File: src/rtl/fsm_logger_pkg.sv
// rtl/fsm_logger_pkg.sv - event bit indices, record layout and mask helper for fsm_event_logger
package fsm_logger_pkg;

  localparam int EV_STATE     = 0;
  localparam int EV_DET_RISE  = 1;
  localparam int EV_DET_FALL  = 2;
  localparam int EV_TRIG_RISE = 3;
  localparam int EV_TRIG_FALL = 4;
  localparam int EV_WRAP      = 5;

  localparam int TS_W_DEF = 32;
  localparam int TAG_W    = 16;

  typedef struct packed {
    logic [TS_W_DEF-1:0] ts;
    logic [7:0]          state;
    logic [7:0]          mask;
  } event_record_t;

  localparam int RECORD_W = $bits(event_record_t);

  function automatic logic [7:0] edge_mask(
    input logic state_chg,
    input logic det,
    input logic det_prev,
    input logic trig,
    input logic trig_prev,
    input logic wrap
  );
    logic [7:0] m;
    m               = '0;
    m[EV_STATE]     = state_chg;
    m[EV_DET_RISE]  = det & ~det_prev;
    m[EV_DET_FALL]  = ~det & det_prev;
    m[EV_TRIG_RISE] = trig & ~trig_prev;
    m[EV_TRIG_FALL] = ~trig & trig_prev;
    m[EV_WRAP]      = wrap;
    return m;
  endfunction

endpackage

File: src/rtl/logger_fifo.sv
// rtl/logger_fifo.sv - synchronous first-word-fall-through FIFO with fill level
module logger_fifo #(
  parameter int WIDTH = 48,
  parameter int DEPTH = 16
) (
  input  logic                     clk,
  input  logic                     resetn,
  input  logic                     wr_en,
  input  logic [WIDTH-1:0]         wr_data,
  input  logic                     rd_en,
  output logic                     rd_valid,
  output logic [WIDTH-1:0]         rd_data,
  output logic [$clog2(DEPTH):0]   fill_level,
  output logic                     full,
  output logic                     empty
);

  localparam int AW = $clog2(DEPTH);
  localparam logic [AW:0] FULL_CNT = (AW+1)'(DEPTH);

  logic [AW-1:0]    wr_ptr_q, wr_ptr_d;
  logic [AW-1:0]    rd_ptr_q, rd_ptr_d;
  logic [AW:0]      count_q, count_d;
  logic [WIDTH-1:0] mem_q [DEPTH];
  logic             do_wr, do_rd;

  // A write into a full FIFO is only accepted when the head leaves in the same cycle.
  always_comb begin
    empty      = (count_q == '0);
    full       = (count_q == FULL_CNT);
    do_rd      = rd_en & ~empty;
    do_wr      = wr_en & (~full | do_rd);
    wr_ptr_d   = wr_ptr_q + AW'(do_wr);
    rd_ptr_d   = rd_ptr_q + AW'(do_rd);
    count_d    = count_q + (AW+1)'(do_wr) - (AW+1)'(do_rd);
    rd_valid   = ~empty;
    rd_data    = empty ? '0 : mem_q[rd_ptr_q];
    fill_level = count_q;
  end

  always_ff @(posedge clk) begin
    if (!resetn) begin
      wr_ptr_q <= '0;
      rd_ptr_q <= '0;
      count_q  <= '0;
    end else begin
      wr_ptr_q <= wr_ptr_d;
      rd_ptr_q <= rd_ptr_d;
      count_q  <= count_d;
    end
  end

  always_ff @(posedge clk) begin
    if (resetn && do_wr) begin
      mem_q[wr_ptr_q] <= wr_data;
    end
  end

endmodule

File: src/rtl/fsm_event_logger.sv
// rtl/fsm_event_logger.sv - timestamps FSM state/detonation/trigger edges into a FWFT FIFO
// Optional EVENT_LOGGER_WRAP_EVENT_EN adds a record when the timestamp counter is all-ones.
module fsm_event_logger
  import fsm_logger_pkg::*;
#(
  parameter int DEPTH  = 16,
  parameter int TS_W   = 32,
  parameter int DROP_W = 16
) (
  input  logic                      clock,
  input  logic                      reset_signal,
  input  logic                      enable,
  input  logic [7:0]                scenario_state,
  input  logic                      detonation_signal,
  input  logic                      output_trigger,
  input  logic                      rd_ready,
  input  logic                      clear_flags,
  output logic                      rd_valid,
  output logic [TS_W+TAG_W-1:0]     rd_data,
  output logic [$clog2(DEPTH):0]    fill_level,
  output logic                      overflow,
  output logic [DROP_W-1:0]         drop_count
);

  localparam logic [TS_W-1:0]   TS_ONE   = 1;
  localparam logic [DROP_W-1:0] DROP_ONE = 1;

  logic                   en_prev_q, en_prev_d;
  logic [TS_W-1:0]        ts_q, ts_d;
  logic [7:0]             state_prev_q, state_prev_d;
  logic                   det_prev_q, det_prev_d;
  logic                   trig_prev_q, trig_prev_d;
  logic                   overflow_q, overflow_d;
  logic [DROP_W-1:0]      drop_q, drop_d;

  logic                   rise, active, wrap_hit;
  logic [7:0]             mask;
  logic                   wr_req, pop, drop;
  logic [TS_W+TAG_W-1:0]  wr_data;
  logic                   fifo_full, fifo_empty;

  always_comb begin
    rise   = enable & ~en_prev_q;
    active = enable & en_prev_q;
`ifdef EVENT_LOGGER_WRAP_EVENT_EN
    wrap_hit = &ts_q;
`else
    wrap_hit = 1'b0;
`endif
    mask = active ? edge_mask(scenario_state != state_prev_q, detonation_signal, det_prev_q,
                              output_trigger, trig_prev_q, wrap_hit)
                  : 8'h00;
    wr_req  = |mask;
    wr_data = {ts_q, scenario_state, mask};
    pop     = rd_ready & ~fifo_empty;
    drop    = wr_req & fifo_full & ~pop;

    en_prev_d = enable;
    ts_d      = ts_q;
    if (rise) begin
      ts_d = '0;
    end else if (enable) begin
      ts_d = ts_q + TS_ONE;
    end

    state_prev_d = state_prev_q;
    det_prev_d   = det_prev_q;
    trig_prev_d  = trig_prev_q;
    if (enable) begin
      state_prev_d = scenario_state;
      det_prev_d   = detonation_signal;
      trig_prev_d  = output_trigger;
    end

    // Clearing first and then applying the drop lets a same-cycle drop win over clear_flags.
    overflow_d = clear_flags ? 1'b0 : overflow_q;
    drop_d     = clear_flags ? '0 : drop_q;
    if (drop) begin
      overflow_d = 1'b1;
      if (~&drop_d) begin
        drop_d = drop_d + DROP_ONE;
      end
    end
  end

  always_ff @(posedge clock) begin
    if (!reset_signal) begin
      en_prev_q    <= 1'b0;
      ts_q         <= '0;
      state_prev_q <= '0;
      det_prev_q   <= 1'b0;
      trig_prev_q  <= 1'b0;
      overflow_q   <= 1'b0;
      drop_q       <= '0;
    end else begin
      en_prev_q    <= en_prev_d;
      ts_q         <= ts_d;
      state_prev_q <= state_prev_d;
      det_prev_q   <= det_prev_d;
      trig_prev_q  <= trig_prev_d;
      overflow_q   <= overflow_d;
      drop_q       <= drop_d;
    end
  end

  logger_fifo #(
    .WIDTH (TS_W + TAG_W),
    .DEPTH (DEPTH)
  ) u_fifo (
    .clk        (clock),
    .resetn     (reset_signal),
    .wr_en      (wr_req),
    .wr_data    (wr_data),
    .rd_en      (rd_ready),
    .rd_valid   (rd_valid),
    .rd_data    (rd_data),
    .fill_level (fill_level),
    .full       (fifo_full),
    .empty      (fifo_empty)
  );

  assign overflow   = overflow_q;
  assign drop_count = drop_q;

endmodule

File: config.mk
export PLATFORM = sky130hd
export DESIGN_NAME = fsm_event_logger
export DESIGN_NICKNAME = d
export VERILOG_FILES = /design/src/rtl/fsm_logger_pkg.sv /design/src/rtl/logger_fifo.sv /design/src/rtl/fsm_event_logger.sv
export SDC_FILE = /design/constraint.sdc
export NUM_CORES = 1
export LEC_CHECK = 0
export ABC_CLOCK_PERIOD_IN_PS = 7900
export BUFFER_PORTS_ARGS = -buffer_cell sky130_fd_sc_hd__buf_4
export CORE_ASPECT_RATIO = 1.25
export CORE_UTILIZATION = 35
export CTS_BUF_LIST = sky130_fd_sc_hd__clkbuf_8 sky130_fd_sc_hd__clkbuf_16
export CTS_CLUSTER_SIZE = 25
export DETAILED_ROUTE_END_ITERATION = 10
export PLACE_DENSITY_LB_ADDON = 0.2
export SETUP_SLACK_MARGIN = 0.05
export SYNTH_ARGS = -nofsm -noshare
export SYNTH_HDL_FRONTEND = slang
export SYNTH_HIERARCHICAL = 1
export SYNTH_SLANG_ARGS = --single-unit
File: constraint.sdc
create_clock -name clock -period 7.9 [get_ports clock]
set_clock_uncertainty 0.1 [all_clocks]
set_input_delay 1.58 -clock clock [delete_from_list [all_inputs] [get_ports clock]]
set_output_delay 1.58 -clock clock [all_outputs]
set_load 0.005 [all_outputs]
* After elaboration in Yosys (flattened, before gate mapping)
Memory sizes are Yosys's and may differ from the RTL's. A register that Yosys moved wholly into a read port is not among the register bits. Cells that the tools add are included.
Word-level totals: register bits 73, memories kept 1, RAM bits 720, output and inout bits 71, word-level logic and storage cells 55, input port bits 15
Memory list:
- u_fifo.mem_q | words 16, width 45, read ports 1, clocked after Yosys merged registers in 1, wr ports 1, RTL line logger_fifo.sv:24 | logic [WIDTH-1:0] mem_q [DEPTH];
Cells by class: add/sub/neg operators 6, mux-type cells 10, bitwise operators 20, reduce and logical (&&, ||, !) cells 6, equality and inequality tests 2
Operators by type and width (count):
- $mux W16 | 3
- $mux W48 | 1
- $add A32 B1 Y32 const B | 1
- $add A16 B1 Y16 const B | 1
- $reduce_and A16 Y1 | 1
- $and A1 B1 Y1 | 10
- $not A1 Y1 | 9
- $add A4 B1 Y4 | 2
- $ne A8 B8 Y1 | 1
- $reduce_or A8 Y1 | 1
- $add A5 B1 Y5 | 1
- $eq A5 B5 Y1 const B | 1
- $logic_not A5 Y1 | 1
- $mux W5 | 1
- $sub A5 B1 Y5 | 1
- $mux W1 | 4
- $mux W4 | 1
- $reduce_bool A2 Y1 | 1
- $reduce_or A2 Y1 | 1
- $logic_and A1 B1 Y1 | 1
- $or A1 B1 Y1 | 1

* Logic depth before layout (Yosys ltp)
Gate-level depths: netlist of run 1.
depth in word-level cells 8, gate-level depth with buffers 15, gate-level depth less buffers 14

* Cells and area by module
The synthesis of run 1 kept the hierarchy.
Modules (own cells, without submodules):
- logger_fifo | cells each 1267, times used 1, area an instance 29681.0 sq um, sequential area each 23322.4 sq um
- fsm_event_logger | cells each 345, times used 1, area an instance 2939.1 sq um, sequential area each 1201.2 sq um

* Worst setup path after synthesis of run 1
Ideal clock, no wire load.
kind input -> register, start point input enable, end point memory u_fifo/mem_q[0][0] (netlist name) (enable), cell stages on the path 5, library setup time 0.573 ns, buffers on the path 1, arrival 7.260 ns, setup slack -0.033 ns, data required time 7.227 ns, path through clkbuf_1 -> nand2_1 -> nor2_1 -> o21ai_1 -> nor4_1
On the way: longest elaborated chain between the ends 7
Ends and longest elaborated chain:
- start, declared | RTL line fsm_event_logger.sv:12 | input logic enable,
- $and A1 B1 Y1 | RTL line fsm_event_logger.sv:44 | active = enable & en_prev_q;
- $mux W5 | RTL line fsm_event_logger.sv:50 | mask = active ? edge_mask(scenario_state != state_prev_q, detonation_signal, det_prev_q,
- $reduce_or A8 Y1 | RTL line fsm_event_logger.sv:53 | wr_req = |mask;
- via wr_req | RTL line fsm_event_logger.sv:38 | logic wr_req, pop, drop;
- $and A1 B1 Y1 | RTL line logger_fifo.sv:32 | do_wr = wr_en & (~full | do_rd);
- $logic_and A1 B1 Y1 | RTL line logger_fifo.sv:54 | if (resetn && do_wr) begin
- $mux W1 | RTL line logger_fifo.sv:54
- $mux W1 (implied by the code) | RTL line logger_fifo.sv:55 | mem_q[wr_ptr_q] <= wr_data;
- end, declared | RTL line logger_fifo.sv:24
The timed path passes the listed nets, and every way through them passes these cells.

* Worst setup path in the final report of run 1
start point register u_fifo.count_q[2], in the netlist u_fifo/fill_level[2], end point output rd_data[23]
On the way: longest elaborated chain between the ends 2
Ends and longest elaborated chain:
- start, declared | RTL line logger_fifo.sv:23 | logic [AW:0] count_q, count_d;
- start signal, assigned | RTL line logger_fifo.sv:49 | count_q <= count_d;
- $logic_not A5 Y1 | RTL line logger_fifo.sv:29 | empty = (count_q == '0);
- via fifo_empty | RTL line fsm_event_logger.sv:40 | logic fifo_full, fifo_empty;
- $mux W48 | RTL line logger_fifo.sv:37 | rd_data = empty ? '0 : mem_q[rd_ptr_q];
- end, declared | RTL line fsm_event_logger.sv:19 | output logic [TS_W+TAG_W-1:0] rd_data,
The timed path passes the listed nets, and every way through them passes these cells.

==> impl_metrics.toml, run 1 <==
[die]
die_area_mm2 = 0.0944
die_w_um = 275
core.rowCount = 124
io_pins = 86
initial_core_util_pct = 35.5
core_mm2 = 0.0918
die_h_um = 343

[cts]
clockBufferDepth = 3
cts.sinks = 841
path_clk_slew_ps = 70
clk_latency_ps = 660
cts-root-buf = "clkbuf_16"
cts_tree = "done"
cts_buffers = 84
cts_setup_buffers = 0
cts_resized = 0
hold_buffers = 0
htreeDepth = 3

[synthesis]
ys_seq_elements = 841
ys.flop_type = "edfxtp_1"
ys_warn_count = 6
synth_cell_types = 58
syn-cell-area_mm2 = 0.0326
syn_area_per_cell_um2 = 20.2
synthTopCellsByArea = "edfxtp_1, mux4_2, dfxtp_1"
yosysMostFrequentCell = "edfxtp_1"
synth_top_area_share_pct = 70.7
seq_area_frac_synth_pct = 75.2
synth_top_cell_by_area = "edfxtp_1"
synthArstFlopShare_pct = 0
synthCells = 1612
synth_edf_count = 768
netlist_top_cells_count = "edfxtp_1, mux4_2, dfxtp_1, nand2_1"

[worst_hold_path]
hold_class = "flip-flop to flip-flop"

[placed_design]
gp_congestion = 0.774
port_buffers = 85
place_inst = 2906
place_hpwl_um = 41800
pre_cts_ws_ps = 2070

[timing]
fmax_mhz = 187
hold_viol = 0
setup_slack_ps = 2550
tns_ps = 0
fin_crit_ps = 5350
worst-slew-pin-transition_ps = 1150
hold_ws_ps = 374
slew_headroom_pct = 23.0
slew_viol_final = 0
post-route-period-util_pct = 67.7
rsz0062_at_grt = "no"
setup_viol = 0

[worst_setup_path]
cp_max_fo = 20
critPathRequiredTime_ps = 6220
setup.worst_path.start_class = "flip-flop"
crit_path_end_kind = "output port"
cp.arrival_ps = 3670
worstSetupPathType = "flip-flop to output port"

[finish]
finalNetCount = 1822
syn2layout_area_growth_pct = 16.2
final_cell_count_no_fill = 3064
layout-drive-gt1-share_pct = 27.7
fill_cells = 8141
post-route-util_pct = 41.3

[drt]
route.detailed.drc = 2
routed_wl_um = 75100
dr.pass1.iters = 8
wl_met2_um = 39700
drt_iter0_drc = 1037
vias_per_cell = 5.20
route.met3.wl_um = 2770
routedWlPerCell_um = 24.5
route.vias.total = 15900
ant_nets = 0
top_layer_used = "met4"
m1WireLength_um = 31200

[status]
violations = "DRC"
status = "complete, but fails checks"

[global_route]
overflow = 0
antenna_found_initial = 1
grt_use_total_pct = 16.2
grt_pass1_vias = 17100
grt_start_max_net_pins = 95
grt_pass1_wl_um = 112000

[power]
p_leak_nw = 11.8
ir_drop_uv = 186
p_per_area_mw_per_mm2 = 281

[flow_run]
max_cap_violations = 0
[logic make-up after synthesis]
family,after synthesis,synth area share [%]
compound gates,139,3.47
xor+xnor,44,1.18
fa+ha+maj,12,0.483
buf+inv,94,1.54
flops,841,75.2
mux,208,13.7
other cells,1,0.0115
simple gates,273,4.39
[report_power, final]
group | internal (W) | leakage [nW] | total [W] | switching, W
Combinational | 0.000790 | 2.98 | 0.00162 | 0.000831
Clock | 0.00240 | 1.46 | 0.00410 | 0.00170
Sequential | 0.00483 | 7.38 | 0.00492 | 0.0000876
Total | 0.00802 | 11.8 | 0.0106 | 0.00262
[sequential cells by signal, summed over array words and instances, names as in the netlist]
signal / flops
u_fifo/wr_ptr_q: 4
trig_prev_q: 1
state_prev_q: 8
u_fifo/fill_level: 5
overflow: 1
u_fifo/rd_ptr_q: 4
ts_q: 32
en_prev_q: 1
u_fifo/mem_q: 768
drop_count: 16
det_prev_q: 1
[final cells by class]
type	count	area, µm²	area share [%]
Inverter	14	53.8	0.142
Timing Repair Buffer	130	1010	2.67
Clock inverter	71	744	1.96
Antenna cell	1	2.50	0.00660
Clock buffer	86	2130	5.62
Tap cell	1197	1500	3.95
Sequential cell	841	24500	64.7
Multi-Input combinational cell	724	7920	20.9
[worst max-delay path: stages (launching register included)]
cell and delay (ps):
dfxtp_1 370, inv_1 80, ha_1 210, or4b_4 240, clkinv_2 150, nor3b_4 870, buf_4 500, a22oi_1 240
nand2_1 180, buf_4 130
[metal layers]
layer  vias to the layer above  track usage [%]
met1                      8511             20.4
met2                       330             28.7
met3                       102             2.48
met4                         0             4.91
met5                         -                0
li1                       6981                -
[cell usage in the layout (no fill, tap or decap), drive strengths merged, types with 12 or more instances in the layout]
cell | Yosys | layout
edfxtp | 768 | 768
mux4 | 192 | 192
buf | 43 | 130
a22oi | 94 | 94
clkbuf | 37 | 86
nand2 | 73 | 73
dfxtp | 73 | 73
nor2 | 64 | 64
conb | 1 | 48
clkinv | 2 | 39
inv | 12 | 29
xor2 | 27 | 27
nand4 | 19 | 19
xnor2 | 17 | 17
nand3 | 17 | 17
and2 | 16 | 16
mux2i | 16 | 16
a21oi | 15 | 15
o21ai | 14 | 14
nor4 | 14 | 14
bufinv | 0 | 13
nand2b | 12 | 12
[stage by stage]
stage | power, W | area (µm²)
final | 0.0106 | 37900
after detailed placement | 0.00671 | 35000
after global routing | 0.0111 | 37900
after global placement | 0.00670 | 35000
after CTS | 0.0108 | 37900
after floorplan | 0.00606 | 32800
[final timing paths]
| check | from | to | slack [ps] | cells after the start |
|---|---|---|---|---|
| max | u_fifo/fill_level[2] | rd_data[23] | 2550 | 9 |
| min | overflow | overflow | 370 | 1 |
| max reg2reg | state_prev_q[6] | u_fifo/mem_q[7][37] | 3590 | 10 |
| min reg2reg | overflow | overflow | 370 | 1 |
Note: power is estimated with default switching activity, not from simulation.
==> run 2: changes to the inputs <==
--- a/config.mk
+++ b/config.mk
@@ -5,7 +5,7 @@
 export SDC_FILE = /design/constraint.sdc
 export NUM_CORES = 1
 export LEC_CHECK = 0
-export ABC_CLOCK_PERIOD_IN_PS = 7900
+export ABC_CLOCK_PERIOD_IN_PS = 5400
 export BUFFER_PORTS_ARGS = -buffer_cell sky130_fd_sc_hd__buf_4
 export CORE_ASPECT_RATIO = 1.25
 export CORE_UTILIZATION = 35
==> constraint.sdc (replaced) <==
create_clock -name clock -period 5.4 [get_ports clock]
set_clock_uncertainty 0.1 [all_clocks]
set_input_delay 1.08 -clock clock [delete_from_list [all_inputs] [get_ports clock]]
set_output_delay 1.08 -clock clock [all_outputs]
set_load 0.005 [all_outputs]
==> impl_metrics.toml, run 2 (synthesis gave the netlist of run 1 again) <==
[global_route]
grt_start_max_net_pins = 48
grt_pass1_vias = 17200
overflow = 0
antenna_found_initial = 0
grt_use_total_pct = 16.1
grt_pass1_wl_um = 111000

[cts]
htreeDepth = 3
hold_buffers = 0
clk_latency_ps = 630
cts_buffers = 83
cts_tree = "done"
cts_resized = 0
cts_setup_buffers = 0
path_clk_slew_ps = 60
cts.sinks = 841
clockBufferDepth = 3
cts-root-buf = "clkbuf_16"

[power]
p_leak_nw = 11.8
clkPwrFrac_pct = 37.1
p_switching_w = 0.00376
ir_drop_uv = 252
pwr-share-comb_pct = 15.8
p_seq_share_pct = 47.0
p_sw_share_pct = 24.5
p_per_area_mw_per_mm2 = 404
p_int_w = 0.0116

[finish]
final_common_cell = "edfxtp_1"
antenna_cells = 0
final_area_mm2 = 0.0380
layout-drive-gt1-share_pct = 27.6
syn2layout_area_growth_pct = 16.4
largest_register_ffs = 768
final_cell_count_no_fill = 3067
finalNetCount = 1831
fill_cells = 8173
regMostFlops = "u_fifo/mem_q"
final_cell_mix = "edfxtp_1, mux4_2, buf_4"

[placed_design]
place_inst = 2916
port_buffers = 85
post_dp_cell_area_mm2 = 0.0353
gp_congestion = 0.748
place_hpwl_um = 42500

[die]
core_mm2 = 0.0918
die_h_um = 343
die_area_mm2 = 0.0944
core.rowCount = 124
io_pins = 86
die_w_um = 275
initial_core_util_pct = 35.5

[drt]
drt_iter0_drc = 989
dr.pass1.iters = 8
route.detailed.drc = 5
routedWlPerCell_um = 24.2
routed_wl_um = 74100
ant_nets = 0
vias_per_cell = 5.16
route.vias.total = 15800

[worst_setup_path]
r2r_start = "state_prev_q[6]"
setup.worst_path.start_class = "flip-flop"
crit_path_end_kind = "output port"
crit_start = "u_fifo/fill_level[2]"
cp_max_fo = 47
worstSetupPathType = "flip-flop to output port"
critPathRequiredTime_ps = 4220
cp.arrival_ps = 3150

[timing]
worst-slew-pin-transition_ps = 1040
slew_headroom_pct = 30.6
rsz0062_at_grt = "no"
fin_crit_ps = 4330
fmax_mhz = 231
setup_viol = 0
post-route-period-util_pct = 80.2
hold_viol = 0
tns_ps = 0
slew_viol_final = 0

[worst_hold_path]
hold_class = "flip-flop to flip-flop"
min_from = "overflow"

[flow_run]
max_cap_violations = 0

[status]
status = "complete, but fails checks"
violations = "DRC"
## run 2: critical path: stages (launching register included)
cell and delay (ps):
dfxtp_1 360, inv_1 90, ha_1 210, or4b_4 230, clkinv_2 150, nor3_4 140, buf_4 700, a22oi_1 160
nand2_1 260, buf_4 160
## run 2: power by group through the flow
stage | sequential (W) | combinational [W] | clock (W)
floorplan | 0.00723 | 0.00163 | 0
global placement | 0.00736 | 0.00251 | 0
detailed placement | 0.00736 | 0.00251 | 0
CTS | 0.00722 | 0.00252 | 0.00584
global route | 0.00722 | 0.00264 | 0.00606
finish | 0.00721 | 0.00242 | 0.00569
## run 2: path summary, 6_finish.rpt
kind	to	slack, ps	depth (start not counted)
max	rd_data[5]	1070	9
min	overflow	390	1
max reg2reg	u_fifo/mem_q[7][23]	2140	10
min reg2reg	overflow	390	1
## run 2: stage by stage
step           hold slack, ps  worst slack (ps)  utilization, %  total power, W
5_1_grt                   430               877            41.3          0.0159
3_3_place_gp              357              1080            38.4         0.00986
2_1_floorplan             366              -103               -         0.00886
3_5_place_dp              366              1020            38.4         0.00987
6_report                  393              1070            41.3          0.0153
4_1_cts                   389               979            41.3          0.0156
## run 2: area by class of cell
type                       instances  area, µm²  area share, %
clock inverter                    59        459           1.21
sequential                       841      24500           64.6
multi-input combinational        724       7990           21.0
tap                             1197       1500           3.94
inverter                          14       53.8          0.142
clock buffer                      92       2230           5.89
timing repair buffer             140       1200           3.16
## run 2: layer usage
metal	routed length (µm)	vias up	GRT usage (%)
li1	-	6987	-
met1	30400	8464	19.8
met2	39400	274	28.9
met3	2740	90	2.34
met4	1560	0	5.00
met5	0	-	0
==> run 3: changes to the inputs <==
--- a/config.mk
+++ b/config.mk
@@ -5,7 +5,7 @@
 export SDC_FILE = /design/constraint.sdc
 export NUM_CORES = 1
 export LEC_CHECK = 0
-export ABC_CLOCK_PERIOD_IN_PS = 5400
+export ABC_CLOCK_PERIOD_IN_PS = 4300
 export BUFFER_PORTS_ARGS = -buffer_cell sky130_fd_sc_hd__buf_4
 export CORE_ASPECT_RATIO = 1.25
 export CORE_UTILIZATION = 35
==> constraint.sdc (replaced) <==
create_clock -name clock -period 4.3 [get_ports clock]
set_clock_uncertainty 0.1 [all_clocks]
set_input_delay 0.86 -clock clock [delete_from_list [all_inputs] [get_ports clock]]
set_output_delay 0.86 -clock clock [all_outputs]
set_load 0.005 [all_outputs]
==> impl_metrics.toml, run 3 (synthesis gave the netlist of run 1 again) <==
[power]
p_switching_w = 0.00478
clkPwrFrac_pct = 37.0
p_per_area_mw_per_mm2 = 505
p_int_w = 0.0145
p_seq_share_pct = 46.8
total_power_w = 0.0193
p_sw_share_pct = 24.8
p_leak_nw = 11.9
ir_drop_uv = 287
pwr-share-comb_pct = 16.2

[cts]
path_clk_slew_ps = 60
cts.sinks = 841
htreeDepth = 3
clk_latency_ps = 640
cts-root-buf = "clkbuf_16"
hold_buffers = 0
cts_tree = "done"
cts_buffers = 84
clockBufferDepth = 3

[global_route]
grt_use_total_pct = 16.4
overflow = 0
grt_pass1_wl_um = 113000
antenna_found_initial = 0
grt_start_max_net_pins = 63
grt_pass1_vias = 16900

[worst_setup_path]
cp_max_fo = 30
r2r_slack_ps = 970
r2r-end = "u_fifo/mem_q[5][12]"
worstSetupPathType = "flip-flop to output port"
worst-r2r-cell-count = 10
crit_path_end_kind = "output port"
crit_family = "simple AND/OR/NAND/NOR gates"
cp.arrival_ps = 3020
path_buf_inv = 4
cpPeakStageDelay_ps = 510
slowest_stage = "or4b_4"
r2r_start = "state_prev_q[1]"
critPathRequiredTime_ps = 3340
path_cells = "inv_1 -> ha_1 -> or4b_4 -> clkinv_2 -> nor3b_2 -> buf_12 -> a22oi_1 -> nand2_1 -> buf_4"
setup.worst_path.start_class = "flip-flop"

[placed_design]
place_inst = 2927
gp_congestion = 0.765
place_hpwl_um = 42500
port_buffers = 85

[timing]
fmax_mhz = 251
worst-slew-pin-transition_ps = 1080
slew_headroom_pct = 27.5
rsz0062_at_grt = "no"
fin_crit_ps = 3980
slew_viol_final = 0
hold_viol = 0
post-route-period-util_pct = 92.7
hold_ws_ps = 381
setup_viol = 0

[drt]
drt_iter0_drc = 960
dr.pass1.iters = 5
vias_per_cell = 5.13
routed_wl_um = 75500
ant_nets = 0
route.vias.total = 15800
route.detailed.drc = 0
routedWlPerCell_um = 24.5

[die]
initial_core_util_pct = 35.5
die_h_um = 343
io_pins = 86
die_area_mm2 = 0.0944
core_mm2 = 0.0918
die_w_um = 275
core.rowCount = 124

[finish]
antenna_cells = 0
final_cell_mix = "edfxtp_1, mux4_2, buf_4"
largest_register_ffs = 768
syn2layout_area_growth_pct = 16.9
final_common_cell = "edfxtp_1"
regMostFlops = "u_fifo/mem_q"
finalNetCount = 1843
fill_cells = 8155
layout-drive-gt1-share_pct = 28.0
final_cell_count_no_fill = 3083

[worst_hold_path]
hold_class = "flip-flop to flip-flop"
min_delay_worst_endpoint = "overflow"
holdPathStages = 1
min_from = "overflow"

[flow_run]
max_cap_violations = 0

[status]
status = "finished, final reports clean"
==> run 3: stage by stage <==
stage | area [µm²] | setup TNS (ps) | setup WS (ps) | utilization, %
6_report | 38100 | 0 | 315 | 41.5
5_1_grt | 38100 | 0 | 172 | 41.5
4_1_cts | 38100 | 0 | 128 | 41.5
3_5_place_dp | 35500 | 0 | 145 | 38.6
3_3_place_gp | 35500 | 0 | 181 | 38.6
2_1_floorplan | 32900 | -432740 | -983 | -
==> run 3: worst max path at each step <==
stage / slack [ps] / depth (start not counted) / startpoint / end
6_report: 320 / 9 / u_fifo/fill_level[3] / rd_data[6]
5_1_grt: 170 / 9 / u_fifo/fill_level[3] / rd_data[6]
4_1_cts: 130 / 9 / u_fifo/fill_level[2] / rd_data[24]
3_5_place_dp: 140 / 11 / scenario_state[1] / u_fifo/mem_q[5][7]
3_3_place_gp: 180 / 11 / scenario_state[1] / u_fifo/mem_q[5][15]
2_1_floorplan: -980 / 5 / enable / u_fifo/mem_q[0][0]
==> run 3: layout make-up <==
cell class	instances	area, µm²	area share, %
clock buffers	88	2180	5.71
repair buffers	151	1390	3.64
clock inverters	68	507	1.33
well taps	1197	1500	3.93
multi-input cells	724	7990	20.9
flip-flops and latches	841	24500	64.3
inverters	14	53.8	0.141
==> run 3: repair_timing <==
item	4_1_cts	5_1_grt
setup buffers	0	0
setup endpoints to repair	0	3
resized for setup	0	1
==> run 3: worst reg2reg max path: cells and delay by family, from the launching register on <==
family                    cells  cell delay (ps)
buffers and inverters         3              660
and+or+nand+nor               5             1590
AOI/OAI and AO/OA             1              150
DFF                           1              320
xor gates and xnor gates      1              160
==> run 3: routing by layer <==
layer  part of all wire [%]  wire length (µm)  global-route usage, %  up-vias
met1                     41             31200                   20.4     8418
met3                    3.6              2710                   2.37       99
li1                       -                 -                      -     7004
met5                      0                 0                      0        -
met4                    2.2              1660                   4.96        0
met2                     53             40000                   29.3      280
==> run 3: power by group through the flow <==
| stage | Sequential [W] | Clock, W | Combinational, W |
|---|---|---|---|
| final | 0.00900 | 0.00712 | 0.00313 |
| after global routing | 0.00901 | 0.00759 | 0.00343 |
| after CTS | 0.00901 | 0.00733 | 0.00325 |
| after detailed placement | 0.00919 | 0 | 0.00324 |
| after global placement | 0.00919 | 0 | 0.00325 |
| after floorplan | 0.00909 | 0 | 0.00205 |
